`src/rtl/pipe_field_gen.sv`:
```
// Producer side of the 16x16 game field: game FSM, pipe scrolling/spawning,
// bird motion and score. Every output comes straight from a register.
module pipe_field_gen #(
   parameter int unsigned SCROLL_DIV   = 12_500_000,
   parameter int unsigned FALL_DIV     = 6_250_000,
   parameter int unsigned PIPE_SPACING = 6,
   parameter int unsigned GAP_H        = 4,
   parameter logic [7:0]  LFSR_SEED    = 8'hA5
) (
   input  logic              clk,
   input  logic              rst,
   input  logic              press,
   input  logic              collision,
   output logic [15:0][15:0] red,
   output logic [15:0][15:0] green,
   output logic [7:0]        score,
   output logic              game_over,
   output logic [1:0]        state
);

   localparam int unsigned SW = (SCROLL_DIV > 1) ? $clog2(SCROLL_DIV) : 1;
   localparam int unsigned FW = (FALL_DIV > 1) ? $clog2(FALL_DIV) : 1;
   localparam int unsigned PW = (PIPE_SPACING > 1) ? $clog2(PIPE_SPACING) : 1;

   typedef enum logic [1:0] {StIdle = 2'd0, StPlay = 2'd1, StOver = 2'd2} state_e;

   state_e              state_q;
   logic [3:0]          bird_row_q;
   logic [15:0][15:0]   red_q, green_q, green_d;
   logic [7:0]          score_q, lfsr_q, lfsr_d;
   logic                game_over_q, press_q;
   logic [SW-1:0]       scroll_cnt_q;
   logic [FW-1:0]       fall_cnt_q;
   logic [PW-1:0]       spawn_q;

   logic                press_rise, scroll_tick, fall_tick, col14_busy;
   logic [4:0]          gap_top;
   logic [15:0]         pipe_col;
   logic [3:0]          bird_next;

   function automatic logic [15:0][15:0] bird_mask(input logic [3:0] row);
      bird_mask = '0;
      bird_mask[row][14] = 1'b1;
   endfunction

   assign press_rise  = press & ~press_q;
   assign lfsr_d      = {lfsr_q[6:0], lfsr_q[7] ^ lfsr_q[5] ^ lfsr_q[4] ^ lfsr_q[3]};
   assign scroll_tick = (scroll_cnt_q == SW'(SCROLL_DIV - 1));
   assign fall_tick   = (fall_cnt_q == FW'(FALL_DIV - 1));

   always_comb begin
      gap_top = {1'b0, lfsr_q[3:0]};
      if (gap_top > 5'(16 - GAP_H)) gap_top = gap_top - 5'(GAP_H);
      pipe_col   = '0;
      col14_busy = 1'b0;
      green_d    = '0;
      for (int r = 0; r < 16; r++) begin
         pipe_col[r] = (5'(r) < gap_top) || (5'(r) >= gap_top + 5'(GAP_H));
         col14_busy  = col14_busy | green_q[r][14];
         // New column enters at bit 0 and everything moves toward column 15.
         green_d[r]  = {green_q[r][14:0], (spawn_q == '0) & pipe_col[r]};
      end
      if (press) bird_next = (bird_row_q == 4'd0) ? 4'd0 : bird_row_q - 4'd1;
      else       bird_next = (bird_row_q == 4'd15) ? 4'd15 : bird_row_q + 4'd1;
   end

   always_ff @(posedge clk or negedge rst) begin
      if (!rst) begin
         state_q      <= StIdle;
         bird_row_q   <= 4'd7;
         red_q        <= bird_mask(4'd7);
         green_q      <= '0;
         score_q      <= '0;
         game_over_q  <= 1'b0;
         lfsr_q       <= LFSR_SEED;
         press_q      <= 1'b0;
         scroll_cnt_q <= '0;
         fall_cnt_q   <= '0;
         spawn_q      <= '0;
      end else begin
         press_q <= press;
         lfsr_q  <= lfsr_d;
         unique case (state_q)
            StIdle: begin
               if (press_rise) begin
                  state_q      <= StPlay;
                  score_q      <= '0;
                  scroll_cnt_q <= '0;
                  fall_cnt_q   <= '0;
                  spawn_q      <= '0;
               end
            end
            StPlay: begin
               // Collision pre-empts any tick landing in the same cycle.
               if (collision) begin
                  state_q     <= StOver;
                  game_over_q <= 1'b1;
               end else begin
                  if (scroll_tick) begin
                     scroll_cnt_q <= '0;
                     green_q      <= green_d;
                     spawn_q      <= (spawn_q == '0) ? PW'(PIPE_SPACING - 1) : spawn_q - 1'b1;
                     if (col14_busy && score_q != 8'hFF) score_q <= score_q + 8'd1;
                  end else begin
                     scroll_cnt_q <= scroll_cnt_q + 1'b1;
                  end
                  if (fall_tick) begin
                     fall_cnt_q <= '0;
                     bird_row_q <= bird_next;
                     red_q      <= bird_mask(bird_next);
                  end else begin
                     fall_cnt_q <= fall_cnt_q + 1'b1;
                  end
               end
            end
            StOver: begin
               if (press_rise) begin
                  state_q     <= StIdle;
                  game_over_q <= 1'b0;
                  green_q     <= '0;
                  bird_row_q  <= 4'd7;
                  red_q       <= bird_mask(4'd7);
               end
            end
            default: state_q <= StIdle;
         endcase
      end
   end

   assign red       = red_q;
   assign green     = green_q;
   assign score     = score_q;
   assign game_over = game_over_q;
   assign state     = state_q;

endmodule

```
`config.mk`:
```
export PLATFORM = sky130hd
export DESIGN_NAME = pipe_field_gen
export DESIGN_NICKNAME = d
export VERILOG_FILES = /design/src/rtl/pipe_field_gen.sv
export SDC_FILE = /design/constraint.sdc
export NUM_CORES = 1
export LEC_CHECK = 0
export CORE_AREA = 2 2 207 209
export CTS_CLUSTER_DIAMETER = 100
export DETAILED_ROUTE_END_ITERATION = 8
export DIE_AREA = 0 0 209 211
export PLACE_DENSITY_LB_ADDON = 0.3
export SYNTH_ARGS = -nofsm -noshare
export SYNTH_HDL_FRONTEND = slang
export SYNTH_SLANG_ARGS = --single-unit
```
`constraint.sdc`:
```
create_clock -name clk -period 3.1 [get_ports clk]
set_clock_uncertainty 0.1 [all_clocks]
set_input_delay 0.31 -clock clk [delete_from_list [all_inputs] [get_ports clk]]
set_output_delay 0.31 -clock clk [all_outputs]
set_load 0.1 [all_outputs]
```
==> run metrics <==
status finished, final reports clean; Routed WL 44.4 mm; die height between 200 and 250 um; mux contribution to synthesized area 10.1%; largest family of logic cells by synthesized area buffers and inverters; VDD IR max a little over 700 uV; LEAKAGE 11.4 nW; Crit. End Element flip-flop; Required @ worst endpoint 3410 ps; clock sink count 346; critical path's slowest cell dfstp_2; First-pass DRT Iterations 5; most common cell after layout, fill and taps aside nand2_1; Core ar. 0.0418 mm2; Iteration-0 DRC Markers 900; ys async rst share between 90% and 100%; # setup viols final 0; dpl cell area 0.0199 mm2; worst min path class flip-flop to flip-flop; area growth from synthesis to layout 19.3%; H-tree levels 2; RSZ-0062 raised after global routing true; vias in the first global route 12500; post-synthesis cell type count 67; vias per inst about 4.8; fin crit share 91.7%; compound-cell area share of the yosys netlist 8.27%; die area 0.0441 mm2; post-layout min period 2840 ps; Cells on Worst Hold Path 0; Worst Setup Path Type flip-flop to flip-flop; Ys Warns 0; setup ws final 258 ps; Clk pin slew, worst setup/hold paths 60 ps; synthesized cell area roughly 0.018 mm2; Die W 209 um; largest net degree at the start of global routing around 160; Core Rows 75; Max Slew Vio Count 0; xor and xnor area share after synthesis 1.08%; startpoint types flip-flop; Avg Synthesized Cell Area roughly 9.5 um2; sequential share of the synthesized area 48.8%; global-route wire length before repair 69.3 mm; Nets 2183; HPWL after detailed placement 30.8 mm; Post-synth EDFFs 0; PortBufs 286; Synth Flop Type dfrtp_1; Ports 527; total number of vias approximately 13000; Final Instance Area 0.0212 mm2; slowest stage delay, CP 570 ps; Filler cells 3866; CTS max path bufs 3; GPL Wtd Cong 0.861; CTS tree done; Synth Area in Adders 1.06%; Initial Util 42.6%; pwr dens around 1100 mW/mm2; final core area utilization between 50% and 60%; flops & latches, synth 346; final hold violation count 0; CTS Buf Count 40; Reg area 0.00867 mm2; commonest non-fill, non-tap cells in the layout nand2_1, dfrtp_1, buf_4; Max-slew headroom 31.9%; FF-to-FF path depth 9; Post-Place Worst Slack approximately 230 ps; worst-path cell chain ha_1, o21ai_0, xnor2_1, ha_1, inv_1, xnor2_1, and4_1, a2111oi_0, o2bb2ai_1; clk_lat worst skew 550 ps; remaining routing DRC violations 0; Achievable Freq 352 MHz; setup TNS 0 ps; number of routed nets with antenna violations 0; max_cap viols 0; Multi-input gate area 0.00713 mm2; Crit path arrival time 3160 ps; grt ovf 0; All-Layer GR Usage just under 20%; Root Buffer clkbuf_16; initial antenna violation count 1; CP max FO 5; post-synthesis simple-gate area fraction 14.2%; Routed WL per cell 16.2 um; share of cells above drive strength 1 19.2%; Syn Inst Count around 1900; Worst-Margin Slew a little over 1000 ps
kinds of logic (layout without fill, tap and decap cells):
group,Yosys count,count (layout)
compound gates,230,230
xor+xnor,22,22
fa+ha+maj,15,15
buf+inv,529,610
flops,346,346
mux,180,180
other cells,1,241
simple gates,553,553
power by group:
part           internal [mW]  total (mW)  switching, mW
Clock                   2.81        4.72           1.91
Sequential              5.47        6.38          0.902
Combinational           2.50        13.1           10.6
layout make-up:
cell class	instances	area share (%)
Inverter	198	3.50
Timing Repair Buffer	338	12.7
Antenna cell	1	0.0118
Clock inverter	13	0.631
Tap cell	539	3.18
Sequential cell	346	40.9
Multi-Input combinational cell	1240	33.6
Clock buffer	61	5.57
cells in the mapped netlist (18+ instances only):
cell type / number / area share, %
a31oi_1: 30 / 1.1
nand2_1: 344 / 7.3
nand3_1: 30 / 0.84
o2bb2ai_1: 20 / 0.99
nor2_1: 45 / 0.95
clkbuf_1: 60 / 1.3
inv_1: 198 / 4.2
a21oi_1: 91 / 2.6
mux2i_1: 179 / 10
dfrtp_1: 338 / 48
o21ai_0: 22 / 0.62
buf_4: 240 / 10
xnor2_1: 18 / 0.89
buf_2: 28 / 0.79
registers in the layout, summed over array words and instances, names as in the netlist:
signal / count
press_q: 1
bird_row_q: 4
red: 16
spawn_q: 3
scroll_cnt_q: 24
green: 256
game_over: 1
score: 8
fall_cnt_q: 23
state: 2
lfsr_q: 8
worst max-delay path: cells and delay by family (launching register included):
kind / cells / cell delay [ps]
AOI/OAI and AO/OA: 3 / 740
xor gates and xnor gates: 2 / 560
adders and majority gates: 2 / 420
buffers and inverters: 1 / 80
DFF: 1 / 570
and+or+nand+nor: 1 / 240
metal layers:
metal | wire (um) | up-vias | GRT usage (%) | part of all wire, %
met4 | 804 | 2 | 4.95 | 1.8
met3 | 3040 | 58 | 5.47 | 6.9
met2 | 20600 | 367 | 30.3 | 46
met1 | 19900 | 6560 | 27.0 | 45
li1 | - | 6272 | - | -
met5 | 13 | - | 0 | 0.029
path summary, 6_finish.rpt:
check	startpoint	to	slack, ps
setup / recovery	lfsr_q[2]	green[176]	260
hold / removal	lfsr_q[6]	lfsr_q[7]	250
max in group asynchronous	rst	green[176]	1780
min in group asynchronous	rst	green[89]	290
setup reg to reg	lfsr_q[2]	green[176]	260
hold reg to reg	lfsr_q[6]	lfsr_q[7]	250
timing repair:
action                     CTS  global route
resized for setup            0             1
setup endpoints to repair    0             2
setup buffers                0             1
hold endpoints to repair    70             0
hold buffers                 1             0
per-stage QoR:
stage,hold WS (ps),power [mW],std cells
after global routing,280,25.2,2735
after CTS,256,24.4,2734
after global placement,239,19.4,2659
after detailed placement,247,19.6,2659
final,253,24.2,2736
after floorplan,-85.6,17.0,2115
(Power assumes the default switching activity.)
